### src/rtl/regbank_operand_fetch_if.sv
// Signal bundle between the operand-fetch block and its decode, regfile,
// execute and writeback neighbours.
interface regbank_operand_fetch_if #(
    parameter int NREG = 32,
    parameter int AW   = 5,
    parameter int DW   = 32,
    parameter int CNTW = 16
);
    logic            id_valid;
    logic            id_ready;
    logic [AW-1:0]   id_sr1;
    logic [AW-1:0]   id_sr2;
    logic [AW-1:0]   id_dr;
    logic            id_wen;
    logic [AW-1:0]   sr1;
    logic [AW-1:0]   sr2;
    logic [DW-1:0]   rdData1;
    logic [DW-1:0]   rdData2;
    logic            write;
    logic [AW-1:0]   dr;
    logic [DW-1:0]   wrData;
    logic            ex_valid;
    logic            ex_ready;
    logic [DW-1:0]   ex_op1;
    logic [DW-1:0]   ex_op2;
    logic [AW-1:0]   ex_dr;
    logic            ex_wen;
    logic            flush;
    logic            wb_valid;
    logic [AW-1:0]   wb_dr;
    logic [DW-1:0]   wb_data;
    logic [NREG-1:0] busy_mask;
    logic            wb_orphan;
    logic [CNTW-1:0] stall_cnt;

    // master: the operand-fetch block; slave: the surrounding pipeline/regfile
    modport master (
        input  id_valid, id_sr1, id_sr2, id_dr, id_wen, rdData1, rdData2,
               ex_ready, flush, wb_valid, wb_dr, wb_data,
        output id_ready, sr1, sr2, write, dr, wrData, ex_valid, ex_op1, ex_op2,
               ex_dr, ex_wen, busy_mask, wb_orphan, stall_cnt
    );
    modport slave (
        output id_valid, id_sr1, id_sr2, id_dr, id_wen, rdData1, rdData2,
               ex_ready, flush, wb_valid, wb_dr, wb_data,
        input  id_ready, sr1, sr2, write, dr, wrData, ex_valid, ex_op1, ex_op2,
               ex_dr, ex_wen, busy_mask, wb_orphan, stall_cnt
    );
endinterface

### src/rtl/regbank_operand_fetch.sv
// Operand fetch for the 5-stage pipeline: regfile reads with writeback bypass,
// pending-write scoreboard with RAW/WAW stall, and a one-entry execute register.
module regbank_operand_fetch #(
    parameter int NREG = 32,
    parameter int AW   = 5,
    parameter int DW   = 32,
    parameter int CNTW = 16
) (
    input  logic clk,
    input  logic reset,
    regbank_operand_fetch_if.master bus
);
    logic [DW-1:0]   op1, op2;
    logic            byp1, byp2, bypd;
    logic            raw1, raw2, waw;
    logic            ready, accept, new_wen;
    logic [NREG-1:0] busy_nxt;

    always_comb begin
        bus.sr1    = bus.id_sr1;
        bus.sr2    = bus.id_sr2;
        bus.write  = bus.wb_valid && (bus.wb_dr != '0);
        bus.dr     = bus.wb_dr;
        bus.wrData = bus.wb_data;

        byp1 = bus.wb_valid && (bus.wb_dr == bus.id_sr1);
        byp2 = bus.wb_valid && (bus.wb_dr == bus.id_sr2);
        bypd = bus.wb_valid && (bus.wb_dr == bus.id_dr);

        op1 = (bus.id_sr1 == '0) ? '0 : (byp1 ? bus.wb_data : bus.rdData1);
        op2 = (bus.id_sr2 == '0) ? '0 : (byp2 ? bus.wb_data : bus.rdData2);

        raw1 = (bus.id_sr1 != '0) && bus.busy_mask[bus.id_sr1] && !byp1;
        raw2 = (bus.id_sr2 != '0) && bus.busy_mask[bus.id_sr2] && !byp2;
        waw  = bus.id_wen && (bus.id_dr != '0) && bus.busy_mask[bus.id_dr] && !bypd;

        ready        = !raw1 && !raw2 && !waw && (!bus.ex_valid || bus.ex_ready) && !bus.flush;
        bus.id_ready = ready;
        accept       = bus.id_valid && ready;
        new_wen      = bus.id_wen && (bus.id_dr != '0);

        // Clears are applied before the set so a new owner of the same register wins.
        busy_nxt = bus.busy_mask;
        if (bus.wb_valid)
            busy_nxt[bus.wb_dr] = 1'b0;
        if (bus.flush && bus.ex_valid && bus.ex_wen)
            busy_nxt[bus.ex_dr] = 1'b0;
        if (accept && new_wen)
            busy_nxt[bus.id_dr] = 1'b1;
        busy_nxt[0] = 1'b0;
    end

    always_ff @(posedge clk or negedge reset) begin
        if (!reset) begin
            bus.ex_valid  <= 1'b0;
            bus.ex_op1    <= '0;
            bus.ex_op2    <= '0;
            bus.ex_dr     <= '0;
            bus.ex_wen    <= 1'b0;
            bus.busy_mask <= '0;
            bus.wb_orphan <= 1'b0;
            bus.stall_cnt <= '0;
        end else begin
            if (bus.flush) begin
                bus.ex_valid <= 1'b0;
            end else if (accept) begin
                bus.ex_valid <= 1'b1;
                bus.ex_op1   <= op1;
                bus.ex_op2   <= op2;
                bus.ex_dr    <= bus.id_dr;
                bus.ex_wen   <= new_wen;
            end else if (bus.ex_ready) begin
                bus.ex_valid <= 1'b0;
            end
            bus.busy_mask <= busy_nxt;
            bus.wb_orphan <= bus.wb_valid && (bus.wb_dr != '0) && !bus.busy_mask[bus.wb_dr];
            if (bus.id_valid && !ready && (bus.stall_cnt != '1))
                bus.stall_cnt <= bus.stall_cnt + 1'b1;
        end
    end
endmodule

### src/flat_wrapper.sv
// flat-port wrapper written by rule: the top's interface ports become plain ports
module regbank_operand_fetch_flat 
#(
    parameter int NREG = 32,
    parameter int AW   = 5,
    parameter int DW   = 32,
    parameter int CNTW = 16
)
  (clk, reset, bus_id_valid, bus_id_sr1, bus_id_sr2, bus_id_dr, bus_id_wen, bus_rdData1, bus_rdData2, bus_ex_ready, bus_flush, bus_wb_valid, bus_wb_dr, bus_wb_data, bus_id_ready, bus_sr1, bus_sr2, bus_write, bus_dr, bus_wrData, bus_ex_valid, bus_ex_op1, bus_ex_op2, bus_ex_dr, bus_ex_wen, bus_busy_mask, bus_wb_orphan, bus_stall_cnt);
  regbank_operand_fetch_if #(.NREG(NREG), .AW(AW), .DW(DW), .CNTW(CNTW)) bus_i ();
  input  logic clk;
  input  logic reset;
  input wire logic [$bits(bus_i.id_valid)-1:0] bus_id_valid;
  input wire logic [$bits(bus_i.id_sr1)-1:0] bus_id_sr1;
  input wire logic [$bits(bus_i.id_sr2)-1:0] bus_id_sr2;
  input wire logic [$bits(bus_i.id_dr)-1:0] bus_id_dr;
  input wire logic [$bits(bus_i.id_wen)-1:0] bus_id_wen;
  input wire logic [$bits(bus_i.rdData1)-1:0] bus_rdData1;
  input wire logic [$bits(bus_i.rdData2)-1:0] bus_rdData2;
  input wire logic [$bits(bus_i.ex_ready)-1:0] bus_ex_ready;
  input wire logic [$bits(bus_i.flush)-1:0] bus_flush;
  input wire logic [$bits(bus_i.wb_valid)-1:0] bus_wb_valid;
  input wire logic [$bits(bus_i.wb_dr)-1:0] bus_wb_dr;
  input wire logic [$bits(bus_i.wb_data)-1:0] bus_wb_data;
  output wire logic [$bits(bus_i.id_ready)-1:0] bus_id_ready;
  output wire logic [$bits(bus_i.sr1)-1:0] bus_sr1;
  output wire logic [$bits(bus_i.sr2)-1:0] bus_sr2;
  output wire logic [$bits(bus_i.write)-1:0] bus_write;
  output wire logic [$bits(bus_i.dr)-1:0] bus_dr;
  output wire logic [$bits(bus_i.wrData)-1:0] bus_wrData;
  output wire logic [$bits(bus_i.ex_valid)-1:0] bus_ex_valid;
  output wire logic [$bits(bus_i.ex_op1)-1:0] bus_ex_op1;
  output wire logic [$bits(bus_i.ex_op2)-1:0] bus_ex_op2;
  output wire logic [$bits(bus_i.ex_dr)-1:0] bus_ex_dr;
  output wire logic [$bits(bus_i.ex_wen)-1:0] bus_ex_wen;
  output wire logic [$bits(bus_i.busy_mask)-1:0] bus_busy_mask;
  output wire logic [$bits(bus_i.wb_orphan)-1:0] bus_wb_orphan;
  output wire logic [$bits(bus_i.stall_cnt)-1:0] bus_stall_cnt;
  assign bus_i.id_valid = bus_id_valid;
  assign bus_i.id_sr1 = bus_id_sr1;
  assign bus_i.id_sr2 = bus_id_sr2;
  assign bus_i.id_dr = bus_id_dr;
  assign bus_i.id_wen = bus_id_wen;
  assign bus_i.rdData1 = bus_rdData1;
  assign bus_i.rdData2 = bus_rdData2;
  assign bus_i.ex_ready = bus_ex_ready;
  assign bus_i.flush = bus_flush;
  assign bus_i.wb_valid = bus_wb_valid;
  assign bus_i.wb_dr = bus_wb_dr;
  assign bus_i.wb_data = bus_wb_data;
  assign bus_id_ready = bus_i.id_ready;
  assign bus_sr1 = bus_i.sr1;
  assign bus_sr2 = bus_i.sr2;
  assign bus_write = bus_i.write;
  assign bus_dr = bus_i.dr;
  assign bus_wrData = bus_i.wrData;
  assign bus_ex_valid = bus_i.ex_valid;
  assign bus_ex_op1 = bus_i.ex_op1;
  assign bus_ex_op2 = bus_i.ex_op2;
  assign bus_ex_dr = bus_i.ex_dr;
  assign bus_ex_wen = bus_i.ex_wen;
  assign bus_busy_mask = bus_i.busy_mask;
  assign bus_wb_orphan = bus_i.wb_orphan;
  assign bus_stall_cnt = bus_i.stall_cnt;
  regbank_operand_fetch #(.NREG(NREG), .AW(AW), .DW(DW), .CNTW(CNTW)) u_core (.clk(clk), .reset(reset), .bus(bus_i));
endmodule
### config.mk
export PLATFORM = sky130hd
export DESIGN_NAME = regbank_operand_fetch_flat
export DESIGN_NICKNAME = d
export VERILOG_FILES = /design/src/rtl/regbank_operand_fetch_if.sv /design/src/rtl/regbank_operand_fetch.sv /design/src/flat_wrapper.sv
export SDC_FILE = /design/constraint.sdc
export NUM_CORES = 1
export LEC_CHECK = 0
export CAP_MARGIN = 30
export CORE_MARGIN = 3
export CORE_UTILIZATION = 46
export CTS_CLUSTER_SIZE = 14
export DETAILED_ROUTE_END_ITERATION = 10
export GPL_TIMING_DRIVEN = 0
export PLACE_DENSITY = 0.82
export RECOVER_POWER = 50
export SYNTH_ARGS = -nofsm -noshare
export SYNTH_HDL_FRONTEND = slang
export SYNTH_SLANG_ARGS = --single-unit
### constraint.sdc
create_clock -name clk -period 3.5 [get_ports clk]
set_input_delay 0.35 -clock clk [delete_from_list [all_inputs] [get_ports clk]]
set_output_delay 0.35 -clock clk [all_outputs]
set_load 0.02 [all_outputs]
# After elaboration in Yosys (flattened, before gate mapping)
# Cells that the tools add are included.
[word_totals] regBits=119 in_bits=123 out_inout_bits=169 word_cells=95
[classes] n_addsub=1 order_cmp=8 n_eq_ne=4 n_mux=24 bitwise=6 n_reduce_logical=44
[op_table] operator="$mux 32" count=7
[op_table] operator="$and 32x32->32" count=2
[op_table] operator="$not 32->32" count=2
[op_table] operator="$or 32x32->32" count=1
[op_table] operator="$lt 5x6->1 const B" count=5
[op_table] operator="$logic_and 1x1->1" count=25
[op_table] operator="$bmux 1 s5" count=4
[op_table] operator="$reduce_bool 5->1" count=4
[op_table] operator="$add 16x1->16 const B" count=1
[op_table] operator="$ne 16x16->1 const B" count=1
[op_table] operator="$demux 1 s5" count=3
[op_table] operator="$eq 5x5->1" count=3
[op_table] operator="$ge 5x1->1 const B" count=3
[op_table] operator="$logic_not 1->1" count=10
[op_table] operator="$logic_not 5->1" count=2
[op_table] operator="$mux 1" count=10
[op_table] operator="$reduce_bool 3->1" count=1
[op_table] operator="$reduce_and 2->1" count=1
[op_table] operator="$logic_or 1x1->1" count=1
[op_table] operator="$not 1->1" count=1

# Longest topological paths before layout
[depth] word_depth=12 depth_mapped=12 mapped_depth_nobuf=8

# Least setup slack after synthesis
# Ideal clock, no wire load.
[synth_path] kind="input-to-reg" from="in bus_id_sr1[1]" to="reg u_core.bus.ex_op2[13]" setup_time_ps=125 t_arrival_ps=2668 required_time_ps=3375 slack_ps=707 stages=10 n_path_buf=4 path_cell_list="buf_4 -> buf_6 -> mux2i_1 -> mux4_2 -> a2111o_1 -> o221ai_4 -> or2_4 -> buf_12 -> buf_8 -> mux2_4"
[synth_via] elab_chain_cells=11 elab_cells_between_ends=15 cone_classes="eq/ne (1); mux (2); reduce/logical (12)"
[synth_lines] item="from (decl)" line_no="flat_wrapper.sv:14" text="input wire logic [$bits(bus_i.id_sr1)-1:0] bus_id_sr1;"
[synth_lines] item="$bmux 1 s5 or $eq 5x5->1 (tied branches)" line_no="regbank_operand_fetch.sv:33, regbank_operand_fetch.sv:26"
[synth_lines] item="$mux 1 (implied by the code) or $logic_and 1x1->1 (tied branches)" line_no="regbank_operand_fetch.sv:33, regbank_operand_fetch.sv:26"
[synth_lines] item="$logic_and 1x1->1 or $logic_not 1->1 (tied branches)" line_no="regbank_operand_fetch.sv:33" text="raw1 = (bus.id_sr1 != '0) && bus.busy_mask[bus.id_sr1] && !byp1;"
[synth_lines] item="$logic_and 1x1->1 (*)" line_no="regbank_operand_fetch.sv:33"
[synth_lines] item="$logic_not 1->1 (*)" line_no="regbank_operand_fetch.sv:37" text="ready = !raw1 && !raw2 && !waw && (!bus.ex_valid || bus.ex_ready) && !bus.flush;"
[synth_lines] item="$logic_and 1x1->1 (*) (4 in a row)" line_no="regbank_operand_fetch.sv:37"
[synth_lines] item="$logic_and 1x1->1 (*)" line_no="regbank_operand_fetch.sv:39" text="accept = bus.id_valid && ready;"
[synth_lines] item="$reduce_and 2->1 (no source line) (*)"
[synth_lines] item="to (signal assigned)" line_no="regbank_operand_fetch.sv:69" text="bus.ex_op2 <= op2;"
[synth_lines] item="to (decl)" line_no="regbank_operand_fetch_if.sv:40" text="output id_ready, sr1, sr2, write, dr, wrData, ex_valid, ex_op1, ex_op2,"
# Mark *: on every way between the ends. The rest lies on a longest branch, timed or not. The select of a mux whose other input is x is not followed.
# A chain may end at the register's enable or synchronous reset.

# Worst setup path after layout
[layout_path] from="in bus_id_sr1[3]" to="out bus_id_ready"
[layout_via] elab_chain_cells=9 elab_cells_between_ends=13 cone_classes="eq/ne (1); mux (2); reduce/logical (10)"
[layout_lines] item="$bmux 1 s5 or $eq 5x5->1 (tied branches)" line_no="regbank_operand_fetch.sv:33, regbank_operand_fetch.sv:26"
[layout_lines] item="$mux 1 (implied by the code) or $logic_and 1x1->1 (tied branches)" line_no="regbank_operand_fetch.sv:33, regbank_operand_fetch.sv:26"
[layout_lines] item="$logic_and 1x1->1 or $logic_not 1->1 (tied branches)" line_no="regbank_operand_fetch.sv:33"
[layout_lines] item="$logic_and 1x1->1 (*)" line_no="regbank_operand_fetch.sv:33"
[layout_lines] item="$logic_not 1->1 (*)" line_no="regbank_operand_fetch.sv:37"
[layout_lines] item="$logic_and 1x1->1 (*) (4 in a row)" line_no="regbank_operand_fetch.sv:37"
[layout_lines] item="to (decl)" line_no="flat_wrapper.sv:25" text="output wire logic [$bits(bus_i.id_ready)-1:0] bus_id_ready;"
# Marks and branches as above.

==> run_summary.xml <==
<?xml version="1.0" encoding="UTF-8"?>
<metrics>
  <group name="run_status">
    <metric name="status" unit="">finished with violations</metric>
    <metric name="failed_checks" unit="">max-capacitance violations, max-slew violations</metric>
  </group>
  <group name="pwr">
    <metric name="p_per_area" unit="mW/mm2">520</metric>
    <metric name="p_leak" unit="uW">0.00488</metric>
    <metric name="vdd_drop_max" unit="uV">501</metric>
  </group>
  <group name="worst_setup_path">
    <metric name="required_time_at_the_worst_slack_endpoint" unit="ps">3150</metric>
    <metric name="cp_num_buf_inv" unit="">5</metric>
    <metric name="critical_path.max_fanout" unit="">10</metric>
    <metric name="end_kind" unit="">primary output</metric>
    <metric name="crit_path_start_kind" unit="">primary input</metric>
    <metric name="worstPathCellList" unit="">clkdlybuf4s50_1 -&gt; inv_2 -&gt; mux4_2 -&gt; and3_1 -&gt; a2111o_1 -&gt; o221ai_4 -&gt; buf_4 -&gt; inv_1 -&gt; dlygate4sd2_1</metric>
    <metric name="worstSetupPathType" unit="">primary input to primary output</metric>
    <metric name="max_stage_delay" unit="ps">550</metric>
    <metric name="worst_path_max_delay_cell" unit="">mux4_2</metric>
    <metric name="critical_path.top_delay_family" unit="">buffers and inverters</metric>
    <metric name="critical_path_arrival" unit="ps">3000</metric>
  </group>
  <group name="detailed_routing">
    <metric name="drtPass1Iterations" unit="">5</metric>
    <metric name="detailedRoute.firstIterationViolations" unit="">833</metric>
    <metric name="post-route-drc-count" unit="">0</metric>
    <metric name="wire_per_inst" unit="um">22.7</metric>
    <metric name="route.vias.total" unit="">7362</metric>
    <metric name="vias_per_cell" unit="">5.95</metric>
    <metric name="wl_met2" unit="um">13500</metric>
    <metric name="dr_wl_met3" unit="um">2780</metric>
    <metric name="routed_wirelength" unit="um">28000</metric>
    <metric name="route.antenna.remaining_nets" unit="">0</metric>
    <metric name="drt-met1-wl" unit="um">10800</metric>
    <metric name="route.top_layer_used" unit="">met4</metric>
  </group>
  <group name="grt">
    <metric name="grt_max_degree" unit="">84</metric>
    <metric name="grt_use_total" unit="%">29.0</metric>
    <metric name="first_global_vias" unit="">7309</metric>
    <metric name="antenna_found_initial" unit="">0</metric>
    <metric name="wire_length_of_the_first_global_routing_pass" unit="um">41700</metric>
    <metric name="overflow" unit="">0</metric>
  </group>
  <group name="sta">
    <metric name="layout_min_cycle_time" unit="ps">3350</metric>
    <metric name="final-setup-viol-count" unit="">0</metric>
    <metric name="fin_setup_tns" unit="ps">0</metric>
    <metric name="final-hold-violation-count" unit="">0</metric>
    <metric name="drv_slew" unit="">37</metric>
    <metric name="worst_slew_pin_slew" unit="ps">2210</metric>
    <metric name="grt_setup_unrepaired" unit="">false</metric>
    <metric name="finClkSkew" unit="ps">9.08</metric>
    <metric name="relSlewSlack" unit="%">-47.4</metric>
    <metric name="timing.final.crit_share" unit="%">95.6</metric>
    <metric name="max_freq" unit="MHz">299</metric>
  </group>
  <group name="floorplan">
    <metric name="core_region_area" unit="mm2">0.0168</metric>
    <metric name="dieHeight" unit="um">137</metric>
    <metric name="floorplan.rows" unit="">47</metric>
    <metric name="initial_utilization" unit="%">47.4</metric>
    <metric name="boundaryPins" unit="">292</metric>
    <metric name="total_die_area" unit="mm2">0.0189</metric>
    <metric name="die_x" unit="um">137</metric>
  </group>
  <group name="yosys">
    <metric name="syn_area" unit="mm2">0.00795</metric>
    <metric name="netlist.top_cell.by_area" unit="">dfrtp_1</metric>
    <metric name="netlist_top_cells_count" unit="">dfrtp_1 (119), mux2i_1 (53), buf_4 (51), mux2_4 (48), nor2_1 (46)</metric>
    <metric name="synth_enable_flop_cells" unit="">0</metric>
    <metric name="post-synth-top-count-cell" unit="">dfrtp_1</metric>
    <metric name="synth_top_area_share" unit="%">37.5</metric>
    <metric name="synth_ff_type" unit="">dfrtp_1</metric>
    <metric name="synth.yosys.warnings" unit="">0</metric>
    <metric name="synth-async-reset-ratio" unit="%">100</metric>
    <metric name="synth_seq_cells" unit="">119</metric>
    <metric name="synthCells" unit="">700</metric>
    <metric name="seq_area_frac_synth" unit="%">37.5</metric>
    <metric name="yosys_cell_types" unit="">57</metric>
    <metric name="post_synth_main_area_contributors" unit="">dfrtp_1 (37%), mux2_4 (9.1%), mux2i_1 (6.7%)</metric>
    <metric name="syn-mean-instance-area" unit="um2">11.4</metric>
    <metric name="postSynthNetCount" unit="">824</metric>
  </group>
  <group name="clocking">
    <metric name="cts_max_level" unit="">4</metric>
    <metric name="clock_tree.buffer_depth" unit="">2</metric>
    <metric name="clock_tree.root_cell" unit="">clkbuf_16</metric>
    <metric name="path_clk_slew" unit="ps">60</metric>
    <metric name="clkLatencyLatePin" unit="ps">410</metric>
    <metric name="cts_sinks" unit="">119</metric>
    <metric name="numCtsBuffers" unit="">17</metric>
    <metric name="tritoncts" unit="">yes</metric>
  </group>
  <group name="layout">
    <metric name="non_filler_cells_in_the_finished_layout" unit="">1238</metric>
    <metric name="multi_input_area" unit="mm2">0.00423</metric>
    <metric name="drive_above_1_share" unit="%">21.3</metric>
    <metric name="final_nets" unit="">1128</metric>
    <metric name="synthToLayoutAreaGrowth" unit="%">47.0</metric>
    <metric name="seqCellArea" unit="mm2">0.00298</metric>
    <metric name="fillers" unit="">1250</metric>
  </group>
  <group name="place">
    <metric name="gp_congestion" unit="">0.960</metric>
    <metric name="place.port_buffers" unit="">280</metric>
    <metric name="placed_cells" unit="">1202</metric>
    <metric name="post-dp-hpwl" unit="um">20800</metric>
  </group>
  <group name="flow_run">
    <metric name="cap_violations" unit="">1</metric>
  </group>
  <group name="hold_path">
    <metric name="hold_path_class" unit="">primary input to flip-flop</metric>
  </group>
</metrics>
[where the power goes]
group / internal (uW) / switching (uW) / total, uW
sequential: 1710 / 294 / 2000
clock: 1060 / 653 / 1720
combinational: 1210 / 1150 / 2350
[worst reg2reg max path, cell delays in order (launching register included)]
cell	delay (ps)
dfrtp_1	480
mux4_2	560
mux2_2	300
o31ai_2	390
o221ai_4	190
buf_4	200
or2_4	260
buf_12	160
buf_6	150
o31ai_1	390
[layout by cell type, fill, tap and decap left out, types with 7 or more instances in the layout]
cell and instances:
a22o_1 32, and3_1 8, buf_1 8, buf_4 57, clkbuf_1 29, clkbuf_16 17
clkdlybuf4s50_1 193, dfrtp_1 119, dlygate4sd3_1 85, inv_1 7, mux2_2 27, mux2_4 48
mux2i_1 53, mux4_2 21, nand2_1 15, nand2b_1 7, nand3_1 30, nand3b_1 17
nand4_1 9, nor2_1 46, o221ai_1 31, o31ai_1 31, xnor2_1 17, xor2_1 12
[area by class of cell]
type | count | area share [%]
flip-flops and latches | 119 | 25.5
plain buffers | 104 | 6.32
clock buffers | 20 | 3.82
inverters | 8 | 0.257
well taps | 220 | 2.35
clock inverters | 12 | 1.09
repair buffers | 285 | 24.4
multi-input cells | 469 | 36.2
diodes | 1 | 0.0214
[sequential cells by signal, indices dropped and copies added (netlist names)]
signal and flops:
u_core.bus.busy_mask 31, u_core.bus.ex_dr 5, u_core.bus.ex_op1 32, u_core.bus.ex_op2 32, u_core.bus.ex_valid 1, u_core.bus.ex_wen 1
u_core.bus.stall_cnt 16, u_core.bus.wb_orphan 1
[cell families (layout without fill, tap and decap cells)]
family,count (synthesis),count (layout),synth area share (%)
xor+xnor,29,29,3.19
compound gates,120,120,12.4
other cells,1,2,0.0472
mux,149,149,25.5
fa+ha+maj,1,1,0.157
flops,119,119,37.5
buf+inv,112,429,9.49
simple gates,169,169,11.7
[worst paths after layout]
check                                         startpoint                        to  slack, ps  cells after the start
min in group asynchronous                          reset      u_core.bus.ex_op1[6]       1160                      2
worst min register to register      u_core.bus.ex_op1[0]      u_core.bus.ex_op1[0]        500                      1
worst min-delay path                        bus_id_valid  u_core.bus.stall_cnt[13]        330                      3
worst max register to register  u_core.bus.busy_mask[11]  u_core.bus.busy_mask[22]        300                      9
worst max-delay path                       bus_id_sr1[3]              bus_id_ready        150                      9
max in group asynchronous                          reset     u_core.bus.ex_op1[22]       1070                      2
[per-stage QoR]
| stage | hold slack, ps | total power [uW] | utilization [%] | setup slack (ps) | area, um2 |
|---|---|---|---|---|---|
| 3_3_place_gp | 487 | 4420 | 65.8 | -2750 | 11000 |
| 6_report | 332 | 6070 | 69.7 | 152 | 11700 |
| 5_1_grt | 366 | 6320 | 69.7 | 81.1 | 11700 |
| 4_1_cts | 314 | 6200 | 69.8 | 161 | 11700 |
| 3_5_place_dp | 277 | 4460 | 66.0 | -847 | 11100 |
| 2_1_floorplan | 54.4 | 3250 | - | 707 | 7950 |
[per-layer routing]
| layer | track usage [%] | up-vias |
|---|---|---|
| met1 | 38.1 | 3600 |
| met3 | 7.60 | 74 |
| met2 | 45.9 | 474 |
| met4 | 10.8 | 0 |
| li1 | - | 3214 |
| met5 | 0 | - |
[what timing repair did]
action                     CTS  global route
buffers inserted             2             0
hold buffers                 1             0
gates resized for setup     14             0
setup endpoints to repair   71             0
hold endpoints to repair    36             0
(Power assumes the default switching activity.)
